### src/rtl/clkgen_sched.sv
// ---------------------------------------------------------------------------
// clkgen_sched: programmable waveform scheduler.
//
// After a start request the block waits an initial phase delay. It then repeats
// a high interval of ton cycles followed by a low interval of toff cycles on
// wave_out_o. A configuration accepted while running is held in a shadow copy.
// That copy becomes active at the next period boundary, so a period is never cut
// short. All outputs are registered.
//
// Ports
//   clk_i          system clock, rising edge
//   rst_i          asynchronous reset, active high
//   start_i        run request (only looked at while idle)
//   stop_i         abort request (any state; wins over start_i)
//   cfg_valid_i    configuration offer
//   cfg_ready_o    configuration accept (low while a shadow config is pending)
//   cfg_phase_i    initial delay in clock cycles
//   cfg_ton_i      high time in clock cycles
//   cfg_toff_i     low time in clock cycles
//   cfg_err_o      one-cycle pulse when an offered config has ton==0 && toff==0
//   wave_out_o     generated waveform
//   running_o      high while in PHASE/HIGH/LOW
//   period_done_o  high during the last cycle of every period
//   period_cnt_o   periods completed since the last start (wraps)
// ---------------------------------------------------------------------------
module clkgen_sched #(
    parameter int CNT_W  = 16,
    parameter int PCNT_W = 16
) (
    input  logic              clk_i,
    input  logic              rst_i,
    input  logic              start_i,
    input  logic              stop_i,
    input  logic              cfg_valid_i,
    output logic              cfg_ready_o,
    input  logic [CNT_W-1:0]  cfg_phase_i,
    input  logic [CNT_W-1:0]  cfg_ton_i,
    input  logic [CNT_W-1:0]  cfg_toff_i,
    output logic              cfg_err_o,
    output logic              wave_out_o,
    output logic              running_o,
    output logic              period_done_o,
    output logic [PCNT_W-1:0] period_cnt_o
);

    typedef enum logic [1:0] {
        S_IDLE  = 2'd0,
        S_PHASE = 2'd1,
        S_HIGH  = 2'd2,
        S_LOW   = 2'd3
    } state_t;

    localparam logic [CNT_W-1:0] CNT_ZERO = {CNT_W{1'b0}};
    localparam logic [CNT_W-1:0] CNT_ONE  = {{(CNT_W-1){1'b0}}, 1'b1};

    // First segment of a period: HIGH when ton>0, otherwise straight to LOW.
    // Returns {state, counter load value}.
    function automatic logic [CNT_W+1:0] first_seg(input logic [CNT_W-1:0] ton,
                                                   input logic [CNT_W-1:0] toff);
        logic [CNT_W+1:0] r;
        if (ton != CNT_ZERO) begin
            r = {S_HIGH, ton - CNT_ONE};
        end else begin
            r = {S_LOW, toff - CNT_ONE};
        end
        return r;
    endfunction

    state_t              state_q, state_d;
    logic [CNT_W-1:0]    cnt_q, cnt_d;
    logic [CNT_W-1:0]    act_phase_q, act_phase_d;
    logic [CNT_W-1:0]    act_ton_q, act_ton_d;
    logic [CNT_W-1:0]    act_toff_q, act_toff_d;
    logic [CNT_W-1:0]    sh_phase_q, sh_phase_d;
    logic [CNT_W-1:0]    sh_ton_q, sh_ton_d;
    logic [CNT_W-1:0]    sh_toff_q, sh_toff_d;
    logic                loaded_q, loaded_d;
    logic                pend_q, pend_d;
    logic                wave_q, wave_d;
    logic                run_q, run_d;
    logic                done_q, done_d;
    logic                err_q, err_d;
    logic                ready_q, ready_d;
    logic [PCNT_W-1:0]   pcnt_q, pcnt_d;

    logic                cfg_fire_s;
    logic                cfg_zero_s;
    logic                cfg_ok_s;
    logic                start_ok_s;
    logic                per_end_s;
    logic [CNT_W+1:0]    seg_s;

    // Handshake qualification shared by the next-state and output logic.
    always_comb begin
        cfg_fire_s = cfg_valid_i & ready_q;
        cfg_zero_s = (cfg_ton_i == CNT_ZERO) && (cfg_toff_i == CNT_ZERO);
        cfg_ok_s   = cfg_fire_s & ~cfg_zero_s;
        start_ok_s = (state_q == S_IDLE) && start_i && !stop_i && (loaded_q || cfg_ok_s);
    end

    // State and configuration register bank.
    always_ff @(posedge clk_i or posedge rst_i) begin
        if (rst_i) begin
            state_q     <= S_IDLE;
            cnt_q       <= CNT_ZERO;
            act_phase_q <= CNT_ZERO;
            act_ton_q   <= CNT_ZERO;
            act_toff_q  <= CNT_ZERO;
            sh_phase_q  <= CNT_ZERO;
            sh_ton_q    <= CNT_ZERO;
            sh_toff_q   <= CNT_ZERO;
            loaded_q    <= 1'b0;
            pend_q      <= 1'b0;
        end else begin
            state_q     <= state_d;
            cnt_q       <= cnt_d;
            act_phase_q <= act_phase_d;
            act_ton_q   <= act_ton_d;
            act_toff_q  <= act_toff_d;
            sh_phase_q  <= sh_phase_d;
            sh_ton_q    <= sh_ton_d;
            sh_toff_q   <= sh_toff_d;
            loaded_q    <= loaded_d;
            pend_q      <= pend_d;
        end
    end

    // Next-state, counter and config update logic.
    always_comb begin
        state_d     = state_q;
        cnt_d       = cnt_q;
        act_phase_d = act_phase_q;
        act_ton_d   = act_ton_q;
        act_toff_d  = act_toff_q;
        sh_phase_d  = sh_phase_q;
        sh_ton_d    = sh_ton_q;
        sh_toff_d   = sh_toff_q;
        loaded_d    = loaded_q;
        pend_d      = pend_q;
        per_end_s   = 1'b0;
        seg_s       = {S_IDLE, CNT_ZERO};

        // While idle a legal config goes straight to the active set.
        // While running it waits in the shadow set.
        if (cfg_ok_s) begin
            if (state_q == S_IDLE) begin
                act_phase_d = cfg_phase_i;
                act_ton_d   = cfg_ton_i;
                act_toff_d  = cfg_toff_i;
                loaded_d    = 1'b1;
            end else begin
                sh_phase_d  = cfg_phase_i;
                sh_ton_d    = cfg_ton_i;
                sh_toff_d   = cfg_toff_i;
                pend_d      = 1'b1;
            end
        end else begin
            loaded_d = loaded_q;
        end

        case (state_q)
            S_IDLE: begin
                // act_*_d already reflects a transfer made in this same cycle.
                if (start_ok_s) begin
                    if (act_phase_d != CNT_ZERO) begin
                        state_d = S_PHASE;
                        cnt_d   = act_phase_d - CNT_ONE;
                    end else begin
                        seg_s   = first_seg(act_ton_d, act_toff_d);
                        state_d = state_t'(seg_s[CNT_W+1:CNT_W]);
                        cnt_d   = seg_s[CNT_W-1:0];
                    end
                end else begin
                    state_d = S_IDLE;
                end
            end
            S_PHASE: begin
                if (cnt_q == CNT_ZERO) begin
                    seg_s   = first_seg(act_ton_q, act_toff_q);
                    state_d = state_t'(seg_s[CNT_W+1:CNT_W]);
                    cnt_d   = seg_s[CNT_W-1:0];
                end else begin
                    cnt_d = cnt_q - CNT_ONE;
                end
            end
            S_HIGH: begin
                if (cnt_q != CNT_ZERO) begin
                    cnt_d = cnt_q - CNT_ONE;
                end else if (act_toff_q != CNT_ZERO) begin
                    state_d = S_LOW;
                    cnt_d   = act_toff_q - CNT_ONE;
                end else begin
                    per_end_s = 1'b1;
                end
            end
            S_LOW: begin
                if (cnt_q != CNT_ZERO) begin
                    cnt_d = cnt_q - CNT_ONE;
                end else begin
                    per_end_s = 1'b1;
                end
            end
            default: begin
                state_d = S_IDLE;
                cnt_d   = CNT_ZERO;
            end
        endcase

        // A period boundary is where a pending shadow config takes effect.
        // The next period then starts from whichever config is active.
        if (per_end_s) begin
            if (pend_q) begin
                act_phase_d = sh_phase_q;
                act_ton_d   = sh_ton_q;
                act_toff_d  = sh_toff_q;
                pend_d      = 1'b0;
            end else begin
                pend_d = pend_d;
            end
            seg_s   = first_seg(act_ton_d, act_toff_d);
            state_d = state_t'(seg_s[CNT_W+1:CNT_W]);
            cnt_d   = seg_s[CNT_W-1:0];
        end else begin
            seg_s = seg_s;
        end

        // Abort overrides everything else and drops any pending shadow config.
        if (stop_i && (state_q != S_IDLE)) begin
            state_d = S_IDLE;
            cnt_d   = CNT_ZERO;
            pend_d  = 1'b0;
        end else begin
            state_d = state_d;
        end
    end

    // Output decode from the next state, so the registered outputs line up
    // with the state they describe.
    always_comb begin
        wave_d  = (state_d == S_HIGH);
        run_d   = (state_d != S_IDLE);
        done_d  = ((state_d == S_LOW) && (cnt_d == CNT_ZERO)) ||
                  ((state_d == S_HIGH) && (cnt_d == CNT_ZERO) && (act_toff_d == CNT_ZERO));
        err_d   = cfg_fire_s & cfg_zero_s;
        ready_d = ~pend_d;
        if (start_ok_s) begin
            pcnt_d = {{(PCNT_W-1){1'b0}}, done_d};
        end else begin
            pcnt_d = pcnt_q + {{(PCNT_W-1){1'b0}}, done_d};
        end
    end

    // Output register bank.
    always_ff @(posedge clk_i or posedge rst_i) begin
        if (rst_i) begin
            wave_q  <= 1'b0;
            run_q   <= 1'b0;
            done_q  <= 1'b0;
            err_q   <= 1'b0;
            ready_q <= 1'b1;
            pcnt_q  <= {PCNT_W{1'b0}};
        end else begin
            wave_q  <= wave_d;
            run_q   <= run_d;
            done_q  <= done_d;
            err_q   <= err_d;
            ready_q <= ready_d;
            pcnt_q  <= pcnt_d;
        end
    end

    assign wave_out_o    = wave_q;
    assign running_o     = run_q;
    assign period_done_o = done_q;
    assign cfg_err_o     = err_q;
    assign cfg_ready_o   = ready_q;
    assign period_cnt_o  = pcnt_q;

endmodule

### config.mk
export PLATFORM = sky130hd
export DESIGN_NAME = clkgen_sched
export DESIGN_NICKNAME = d
export VERILOG_FILES = /design/src/rtl/clkgen_sched.sv
export SDC_FILE = /design/constraint.sdc
export NUM_CORES = 1
export LEC_CHECK = 0
export ABC_AREA = 1
export CORE_UTILIZATION = 45
export CTS_CLUSTER_DIAMETER = 80
export DETAILED_ROUTE_END_ITERATION = 7
export HOLD_SLACK_MARGIN = 0.08
export PLACE_DENSITY = 0.64
export SETUP_SLACK_MARGIN = 0.15
export SYNTH_ARGS = -nofsm -noshare
export SYNTH_HDL_FRONTEND = slang
export SYNTH_SLANG_ARGS = --single-unit
### constraint.sdc
create_clock -name clk_i -period 14.9 [get_ports clk_i]
set_input_delay 2.235 -clock clk_i [delete_from_list [all_inputs] [get_ports clk_i]]
set_output_delay 2.235 -clock clk_i [all_outputs]
set_load 0.05 [all_outputs]
* Word level (Yosys, flattened, before mapping) *
Cells that the tools add are included.

storage, ports and cells
  bits of input ports = 53
  output and inout bits = 21
  register bits = 137

cells by class
  add/subtract/negate cells = 9
  equality and inequality tests = 5
  mux-type cells = 44
  reductions and logical operators = 27
  bitwise operators = 6

operator list
  kind                                                                   count
  16-bit two-way mux                                                     23
  16-bit by 1-bit subtractor with 16-bit output, second input constant   8
  16-bit nonzero test                                                    6
  16-bit logical NOT                                                     5
  16-bit case mux with 4 select lines                                    1
  17-bit two-way mux                                                     3
  16-bit by 1-bit adder with 16-bit output                               1
  2-bit two-way mux                                                      7
  2-bit equality test, second input constant                             4
  1-bit logical AND                                                      8
  1-bit two-way mux                                                      8
  2-bit case mux with 3 select lines                                     1
  2-bit AND reduction                                                    2
  2-bit nonzero test                                                     2
  1-bit AND                                                              3
  1-bit NOT                                                              3
  2-bit by 1-bit equality test with 1-bit output, second input constant  1
  2-bit logical NOT                                                      1
  1-bit logical OR                                                       2
  1-bit case mux with 2 select lines                                     1
  1-bit logical NOT                                                      1

* Depth between registers and ports, before layout *
Gate-level depths: netlist of run 1.

  word-level depth = 18
  gate-level depth with buffers = 49

* Worst setup path after synthesis of run 1 *
No wires, ideal clock.

  path kind = input-to-reg
  start point = input port cfg_ton_i[8]
  end point = register pcnt_q[15], in the netlist period_cnt_o[15]
  setup time = 124 ps
  arrival = 6741 ps
  required time = 14776 ps
  setup slack = 8036 ps
  stages on the path = 49
  cells stage by stage = nor2_1 nand2_1 inv_1 nand2_1 nor2_1 nand2_2 buf_6 nand3_1 nand2_1 clkinv_1 nand2_1 nor2_1 nand2_2 nor2_4 buf_6 nand2_1 nand2_1 inv_1 (+13 left out) nand3_1 nor3_2 ha_1 nand2_1 nor2_1 nand2_1 nor2_1 nand4_1 nor2_1 inv_1 nor2_1 inv_1 nor2_1 inv_1 nor2_1 nand3_1 o21ai_0 a21oi_1

on the way
  cells in the longest elaborated chain, start to end = 18
  elaborated cells between the ends (all ways) = 45
  classes of those cells = 6 x add/sub; 2 x eq/ne; 22 x mux; 2 x bitwise; 13 x reduce/logical

RTL lines
  element                                                                      RTL line  source
  from (decl)                                                                  37        input logic [CNT_W-1:0] cfg_ton_i,
  16-bit logical NOT                                                           96        cfg_zero_s = (cfg_ton_i == CNT_ZERO) && (cfg_toff_i == CNT_ZERO);
  1-bit logical AND                                                            96
  1-bit NOT                                                                    97        cfg_ok_s = cfg_fire_s & ~cfg_zero_s;
  1-bit AND                                                                    97
  16-bit two-way mux                                                           145       if (cfg_ok_s) begin
  16-bit by 1-bit subtractor with 16-bit output, or another cell as far along  64        r = {S_LOW, toff - CNT_ONE};
  17-bit two-way mux                                                           61        if (ton != CNT_ZERO) begin
  16-bit two-way mux                                                           165       if (act_phase_d != CNT_ZERO) begin
  (+4 left out)                                                                --
  net cnt_d[1]                                                                 70        logic [CNT_W-1:0] cnt_q, cnt_d;
  16-bit logical NOT (*)                                                       242, 243
  1-bit logical AND (2 in a row)                                               243       ((state_d == S_HIGH) && (cnt_d == CNT_ZERO) && (act_toff_d == CNT_ZERO));
  1-bit logical OR (*)                                                         242       done_d = ((state_d == S_LOW) && (cnt_d == CNT_ZERO)) ||
  net done_d                                                                   81        logic done_q, done_d;
  16-bit by 1-bit adder with 16-bit output (*)                                 249       pcnt_d = pcnt_q + {{(PCNT_W-1){1'b0}}, done_d};
  16-bit two-way mux (*)                                                       246       if (start_ok_s) begin
  net pcnt_d[15]                                                               84        logic [PCNT_W-1:0] pcnt_q, pcnt_d;
  to (signal assigned)                                                         261       pcnt_q <= {PCNT_W{1'b0}};
  to (signal assigned)                                                         268       pcnt_q <= pcnt_d;
  to (decl)                                                                    84

Mark *: on every way through the listed nets, which the timed path passes. The rest lies on a longest branch. The select of a mux whose other input is x is not followed.
A chain may end at the register's enable or synchronous reset.

* Final worst setup path of run 1 *
  start point = input port cfg_valid_i
  end point = register pcnt_q[15], in the netlist period_cnt_o[15]

on the way
  cells in the longest elaborated chain, start to end = 16
  elaborated cells between the ends (all ways) = 42
  classes of those cells = 6 x add/sub; 2 x eq/ne; 21 x mux; 2 x bitwise; 11 x reduce/logical

RTL lines
  element                                                                                           RTL line  source
  from (decl)                                                                                       34        input logic cfg_valid_i,
  1-bit AND (*)                                                                                     95        cfg_fire_s = cfg_valid_i & ready_q;
  1-bit AND (*)                                                                                     97
  16-bit two-way mux                                                                                145
  16-bit by 1-bit subtractor with 16-bit output, or another cell as far along                       64
  17-bit two-way mux                                                                                61
  16-bit two-way mux / 2-bit two-way mux (equally long branches)                                    165
  16-bit two-way mux / 2-bit two-way mux (equally long branches)                                    164       if (start_ok_s) begin
  16-bit case mux with 4 select lines / 2-bit case mux with 3 select lines (equally long branches)  161       case (state_q)
  16-bit two-way mux / 2-bit two-way mux (equally long branches)                                    211       if (per_end_s) begin
  16-bit two-way mux / 2-bit two-way mux (equally long branches)                                    228       if (stop_i && (state_q != S_IDLE)) begin
  16-bit logical NOT / 2-bit equality test (equally long branches)                                  242, 243
  1-bit logical AND (2 in a row)                                                                    243
  1-bit logical OR (*)                                                                              242
  net done_d                                                                                        81
  16-bit by 1-bit adder with 16-bit output (*)                                                      249
  16-bit two-way mux (*)                                                                            246
  net pcnt_d[15]                                                                                    84

Marked as above.

==> results of run 1 <==
-- sequential cells by signal (all words and copies together), names as in the netlist --
| register | flops |
|---|---|
| cfg_err_o | 1 |
| sh_ton_q | 16 |
| act_ton_q | 16 |
| cnt_q | 16 |
| act_toff_q | 16 |
| sh_phase_q | 16 |
| pend_q | 1 |
| period_cnt_o | 16 |
| state_q | 2 |
| cfg_ready_o | 1 |
| sh_toff_q | 16 |
| period_done_o | 1 |
| loaded_q | 1 |
| running_o | 1 |
| wave_out_o | 1 |
| act_phase_q | 16 |
-- final cells by class --
type | instances | share of cell area [%]
Inverter | 237 | 7.39
Tap cell | 319 | 3.30
Multi-Input combinational cell | 1267 | 49.8
Sequential cell | 137 | 28.3
Clock inverter | 13 | 1.01
Timing Repair Buffer | 82 | 6.59
Clock buffer | 19 | 3.58
-- critical path: cells and delay by family --
kind                       cells  cell delay [ps]
and+or+nand+nor               20             2720
AOI/OAI and AO/OA              6             2090
buffers and inverters          6             1870
xor gates and xnor gates       1              200
adders and majority gates      1              200
-- synthesized netlist by cell type (all sizes together) --
cell type	n	area [sq um]
nor3	21	115
or2	12	75.1
dfrtp	136	3400
and3	1	6.26
o211a	1	10.0
ha	7	87.6
clkinv	6	22.5
a311oi	4	35.0
nand4	18	113
clkbuf	29	109
o211ai	8	60.1
o221ai	2	17.5
o311ai	2	17.5
buf	32	229
a21oi	51	274
a221oi	3	26.3
inv	231	867
nor3b	1	7.51
a211oi	4	30.0
xor2	28	245
o21a	2	15.0
o21ai	158	813
a31oi	3	18.8
nor2	188	806
nand3b	10	75.1
nand3	136	711
dfstp	1	26.3
xnor2	3	26.3
nand2	580	2240
nor4	4	40.0
and2	3	18.8
a21o	1	7.51
o22ai	4	25.0
o21bai	7	60.1
a32oi	2	17.5
o31ai	3	22.5
-- where the power goes --
| group | total [mW] | switching [mW] | leakage [nW] | internal [mW] |
|---|---|---|---|---|
| clock | 0.414 | 0.184 | 0.260 | 0.231 |
| sequential | 0.646 | 0.126 | 1.74 | 0.520 |
| combinational | 1.46 | 1.03 | 4.07 | 0.433 |
-- stage by stage --
stage | worst slack, ps | total power [mW] | util [%] | cell area (sq um) | hold WS [ps]
6_report | 5860 | 2.53 | 51.7 | 12100 | 473
3_3_place_gp | 5590 | 2.07 | 49.4 | 11600 | 454
4_1_cts | 5940 | 2.50 | 51.7 | 12100 | 474
3_5_place_dp | 5520 | 2.08 | 49.4 | 11600 | 459
2_1_floorplan | 8040 | 1.65 | - | 10700 | 434
5_1_grt | 4900 | 2.72 | 51.7 | 12100 | 492
-- layer usage --
metal	vias to the layer above	track usage (%)	part of all wire, %
met4	0	13.5	4.2
met5	-	0	0
met2	462	51.9	46
met1	5194	42.8	43
met3	86	5.00	7.3
li1	5468	-	-
-- placed cells by master, fill, tap and decap left out, drive strengths merged, types with 7 or more instances in the layout --
cell type,count
a21oi,51
buf,9
clkbuf,19
clkdlybuf4s50,73
clkinv,11
dfrtp,136
ha,7
inv,234
nand2,580
nand3,136
nand3b,10
nand4,18
nor2,188
nor3,21
o211ai,8
o21ai,158
o21bai,7
or2,12
xor2,28
-- worst min path at each step --
| stage | slack [ps] | cells past startpoint | end | startpoint |
|---|---|---|---|---|
| floorplan | 430 | 2 | sh_toff_q[0] | sh_toff_q[0] |
| global placement | 450 | 2 | sh_ton_q[15] | sh_ton_q[15] |
| detailed placement | 460 | 2 | sh_phase_q[6] | sh_phase_q[6] |
| CTS | 470 | 2 | sh_phase_q[6] | sh_phase_q[6] |
| global route | 490 | 2 | sh_ton_q[1] | sh_ton_q[1] |
| finish | 470 | 2 | sh_phase_q[6] | sh_phase_q[6] |
-- kinds of logic (layout without fill, tap and decap cells) --
| family | Yosys count | count (layout) | synth area share, % |
|---|---|---|---|
| AND/OR/NAND/NOR | 974 | 974 | 39.4 |
| XOR/XNOR | 31 | 31 | 2.54 |
| AO/OA/AOI/OAI | 255 | 255 | 13.6 |
| flip-flops | 137 | 137 | 32.1 |
| adder cells (fa/ha/maj) | 7 | 7 | 0.820 |
| buffers and inverters | 298 | 351 | 11.5 |
==> results.md, run 1 <==
- The tightest min-delay check is of the flip-flop to flip-flop type.
- The pre-antenna-repair detailed-routing pass consisted of 5 iterations.
- The number of fill cells is 2523.
- For the worst setup path, the data required time is 15220 ps.
- The die covers 24300 sq um.
- After clock tree synthesis, the repair step resized 0 gates.
- The setup skew after layout is 14.6 ps.
- The flow ran to the end, and the final reports show no timing, DRC or antenna violations.
- The repair_antennas step left the layout with diodes totalling 0.
- The routability congestion estimate from global placement is 1.05.
- The worst register-to-register path begins at cfg_ready_o.
- After clock tree synthesis, the flow added hold-fix buffers numbering 0.
- The number of design rule violations left after detail routing is 0.
- The via count of the first global-routing pass is 10500.
- The minimum setup slack among reg-to-reg paths is 7570 ps.
- Buffers placed on the I/O ports in this run total 73.
- The count of buffers added by post-CTS timing repair for setup is 0.
- The worst setup path is captured at a flip-flop.
- Summed over all cells, the static leakage comes to 6.07 nW.
- The total I/O pin count is 74.
- Based on the critical path, the design can be clocked at up to 111 MHz.
- The height of the chip is 156 um.
- The setup-violating endpoint count in the final report is 0.
- After the first detailed-routing iteration, the DRC count stood at 1073.
- In this run the remaining antenna-violating nets after routing total 0.
- The capturing instance or port of the critical path is period_cnt_o[15].
- The largest voltage drop on the vdd net is 0.0900 mV.
- The net count after synthesis is 1762.
- The core region is 23400 sq um.
- The first-pass GRT wire length is 59200 um.
- The number of antenna violations at the first check in global routing was 0.
- Setup repair after global routing left no endpoint under its margin.
- The critical path startpoint is cfg_valid_i.
- After layout, the minimum clock period comes to 9040 ps.
- The cell area after technology mapping is 10700 sq um.
- Compared with the post-synthesis result, the final layout area differs by 13.4%.
- The area of combinational cells with multiple inputs is 6030 sq um.
- The largest net degree at the start of global routing is 71.
- The most frequent cell on the critical path is nor2_1.
- The average vias per placed instance is 5.41.
- The total placed cells including tap cells is 2042.
- The initial utilization of the core area, before any placement, comes to 45.6%.
- The total number of yosys warnings is 0.
- Synthesis handed over a netlist of 1702 instances.
- The distinct cell type count of the synthesized netlist is 53.
- The worst-margin pin slew is 1160 ps.
- The TritonCTS clock tree is done.
- On the critical path, the stage with the largest delay is an instance of clkinv_1.
- The critical-path maximum fanout is 35.
- The nature of the critical path startpoint is an input pin.
- The length in cells of the worst reg-to-reg path is 40.
- The areal power density over the cells is 209 nW/um^2.
- The root buffer cell is clkbuf_16.
- The number of buffers created by CTS is 17.
- The wire-length estimate of the detail-placed layout is 28700 um.
- Global routing finished with a remaining overflow of 0.
- Global routing used 32.2% of the available tracks across all layers.
- The endpoint of the worst register-to-register path is period_cnt_o[15].
- Max-cap violations in this run came to 0.
- The number of vias in the routed layout is 11200.
- The die is 156 um wide.
- The number of flip-flops and latches in the synthesized netlist is 137.
- The fraction of final layout cells sized beyond drive strength 1 is 7.58%.
- A synthesized cell averages 6.27 sq um.
- The total count of hold-check failures in the final report is 0.
- Summing the sequential cell areas from Yosys gives 32.1% of the chip area.
- The net total in the final layout is 1802.
- The part of the cycle the worst path needs is 60.7%.
- The H-tree was split into 4 levels.
- The number of pins exceeding their max-slew limit in the final report came to 0.
- After floorplanning, the core was divided into 56 placement rows.
- The count of clock tree sinks is 137.
- The count of placed standard cells in the final layout, fillers left out is 2074.
- The relative slew slack is 21.9%.
- Dividing the detail-routed wire length by the instance count gives 18.2 um.
- The worst endpoint data arrival time is 9360 ps.
- The clock-pin transition on the worst setup and hold timing paths is 60 ps.
- The maximum buffer depth of the clock tree is 2.
- The worst setup path is of the input pin to flip-flop kind.
- The final layout contains routed wiring with a total length of 37800 um.
- Clock latency on the worst-skew pair, taken at its later pin, is 440 ps.
- Adding up every negative setup slack in the final design gives 0 ps.
- Registers take 3430 sq um.
- The delay of the slowest cell on the worst path is 890 ps.
Note: power is estimated with default switching activity, not from simulation.
==> run 2: changes to the inputs <==
clock period = 9.3 ns   (was 14.9 ns; I/O delays follow)
==> run 2 against run 1 <==
Compared with the run above: critical path depth grew 10; cell count is essentially flat; critical endpoint unchanged; register-to-register slack lost 5000 ps; combinational power grew 60%; first-iteration DRC count grew 5.2%; worst setup slack lost 4500 ps; sequential share of layout area shrank 0.29 points; clock power grew 98%; global-route usage grew 0.43 points; power grew 66%; utilization grew 0.53 points.
==> results.md, run 2 (synthesized netlist as in run 1, its figures left out) <==
- The routability congestion estimate from global placement is 1.06 (+1.1%).
- The areal power density over the cells is 343 nW/um^2 (+64%).
- The flow ran to the end, and the final reports show no timing, DRC or antenna violations.
- The area taken by flip-flops and latches is 3430 sq um (unchanged).
- The starting utilization of the core area is 45.6% (unchanged).
- The leakage power figure was 6.13 nW (+1.0%).
- The critical-path cell with the highest stage delay is o21ai_4.
- The starting DRC count in detailed routing is 1129 (+5.2%).
- In this run the worst hold path is classified as flip-flop to flip-flop.
- The number of antenna violations at the first check in global routing is 0 (unchanged).
- The clock-pin transition on the worst setup and hold timing paths is 60 ps (about the same).
- The number of vias in the routed layout is 11100 (-0.90%).
- The die extent in x came to 156 um (unchanged).
- The height of the chip is 156 um (unchanged).
- The sequential share of power is 24.8% (-0.8 points).
- The count of placed standard cells in the final layout, fillers left out is 2075 (+0.048%).
- The number of pins exceeding their max-slew limit in the final report is 0 (unchanged).
- The critical path start-end classification is input pin to flip-flop.
- Among cell families on the critical path, the largest total delay comes from simple AND/OR/NAND/NOR gates.
- The area of combinational cells with multiple inputs is 6030 sq um (unchanged).
- The number of design rule violations left after detail routing came to 0 (unchanged).
- The endpoint of the worst hold path is sh_ton_q[1].
- The HPWL after detailed placement is 28800 um (+0.33%).
- The overflow left after global routing is 0 (unchanged).
- The total buffers and inverters traversed by the critical path is 6 (unchanged).
- The clock group share of total power is 19.5% (+3.1 points).
- The average vias per placed instance is 5.35 (-0.95%).
- The setup skew after layout was 10.3 ps (-4.34 ps).
- The total negative slack is 0 ps (unchanged).
- Relative to the synthesized area, the layout overhead comes to 14.6%.
- The internal power was 2.03 mW (+72%).
- The final worst-path setup slack is 1410 ps (-4450 ps).
- The library cells used most frequently in the layout, excluding fill and tap cells, are nand2_1 (559), inv_1 (214), nor2_1 (164).
- The count of clock tree sinks came to 137 (unchanged).
- The row count is 56 (unchanged).
- The first-pass GRT wire length is 59600 um (+0.76%).
- The total routing usage reported by global routing is 32.6% (+0.43 points).
- The max-cap violation count is 0 (unchanged).
- The post-detailed-placement cell area is 11600 sq um (about the same).
- The most common cell after layout, fill and taps aside is nand2_1.
- The minimum setup slack among reg-to-reg paths was 2540 ps (-5030 ps).
- The maximum buffer depth of the clock tree was 2 (unchanged).
- After layout, the worst path uses 84.9% of the clock period.
- The setup-violating endpoint count in the final report was 0 (unchanged).
- The number of fill cells is 2427 (-3.8%).
- The final instance area was 12200 sq um (+1.0%).
- The data required time of the critical path is 9620 ps (-5600 ps).
- The setup slack at placement was 1100 ps (-4420 ps).
- The total I/O pin count is 74 (unchanged).
- The switching power total came to 2.16 mW (+61%).
- The critical-path maximum fanout is 35 (unchanged).
- The worst-margin pin slew came to 1090 ps (-73.6 ps).
- The worst setup path is launched from an input pin.
- The worst endpoint data arrival time is 8210 ps (-1150 ps).
- The H-tree depth reported by CTS was 4 (unchanged).
- The delay of the slowest cell on the worst path is 860 ps (-30 ps).
- STA classifies the critical path endpoint as a flip-flop.
- The count of buffers added by post-CTS timing repair for setup is 0 (unchanged).
- The largest net degree at the start of global routing is 90 (+27%).
- The switching power share of the total is 51.5% (-1.6 points).
- The placeable core area is 23400 sq um (unchanged).
- The fraction of final layout cells sized beyond drive strength 1 is 7.69% (+0.11 points).
- The via count of the first global-routing pass is 10600 (+0.64%).
- Setup repair after global routing left no endpoint under its margin.
- The mean routed wirelength per cell is 18.4 um (+0.94%).
- The first-pass detailed-route iteration total is 6 (+1).
- Based on the critical path, the design can be clocked at up to 127 MHz.
- The wire length after detailed routing is 38100 um (+0.99%).
- The length in cells of the worst reg-to-reg path is 45 (+13%).
- The later-pin clock latency in the skew report was 440 ps (about the same).
- The antenna diode count is 0 (unchanged).
- The most numerous cell type found on the critical path is nor2_1.
- The largest voltage drop on the vdd net is 0.124 mV (+37%).
- In this run the most critical hold path is launched from sh_ton_q[1].
- The number of buffers created by CTS was 17 (unchanged).
- The root buffer cell is clkbuf_16.
- The hold buffer count at cts is 0 (unchanged).
- The endpoint of the worst register-to-register path is period_cnt_o[15].
- TritonCTS built the clock tree.
- The count of buffers from port buffering was 73 (unchanged).
- The number of gates resized after CTS is 0 (unchanged).
- The total count of hold-check failures in the final report is 0 (unchanged).
- The cell depth of the worst hold path is 2 (unchanged).
- The net total in the final layout was 1803 (+0.055%).
- The worst path in the final design needs a cycle of 7890 ps, including I/O delays and setup.
- The floorplan die area is 24300 sq um (unchanged).
- The share of total power in combinational logic is 55.7% (-2.3 points).
- The total placed cells including tap cells is 2043 (+0.049%).
- The remaining antenna violation count is 0 (unchanged).
- The startpoint identified for the worst register-to-register timing path is state_q[1].
- The relative slew slack is 27.0% (+5.1 points).
==> run 2: routing by layer <==
layer / global-route usage (%) / wire [um]
met5: 0 / 0
met3: 4.47 / 2450
met4: 13.7 / 1420
met2: 54.1 / 17900
met1: 42.4 / 16400
==> run 2: worst min-delay path: cells and delay by family (launching register included) <==
family	cells	cell delay, ps
AND/OR/NAND/NOR	2	100
flip-flops	1	340
==> run 2: how the worst max path moves through the flow <==
stage                                  end  depth (start not counted)           start  slack, ps
after floorplan           period_cnt_o[15]                         49    cfg_ton_i[8]       3280
after global placement    period_cnt_o[15]                         44   cfg_ton_i[10]       1190
after detailed placement  period_cnt_o[15]                         44  cfg_toff_i[15]       1100
after CTS                 period_cnt_o[15]                         44  cfg_toff_i[15]       1510
after global routing      period_cnt_o[15]                         42   cfg_ton_i[10]        550
final                     period_cnt_o[15]                         44   cfg_ton_i[10]       1410
==> run 2: final cells by class <==
class	count	share of cell area (%)
sequential	137	28.0
clock inverter	14	1.98
tap	319	3.26
inverter	237	7.31
clock buffer	18	3.51
multi-input combinational	1267	49.3
timing repair buffer	83	6.59
==> run 2: per-stage QoR <==
stage | total power, mW | utilization (%) | hold WS, ps
2_1_floorplan | 2.65 | - | 434
4_1_cts | 4.16 | 52.3 | 474
6_report | 4.19 | 52.3 | 475
3_5_place_dp | 3.33 | 49.4 | 457
3_3_place_gp | 3.31 | 49.4 | 452
5_1_grt | 4.53 | 52.3 | 491
==> run 2: power by group through the flow <==
stage                     registers (mW)  logic [mW]  clock network, mW
after floorplan                    0.998        1.65                  0
after global placement              1.04        2.28                  0
after detailed placement            1.04        2.29                  0
after CTS                           1.03        2.30              0.821
after global routing                1.07        2.62              0.843
final                               1.04        2.34              0.818
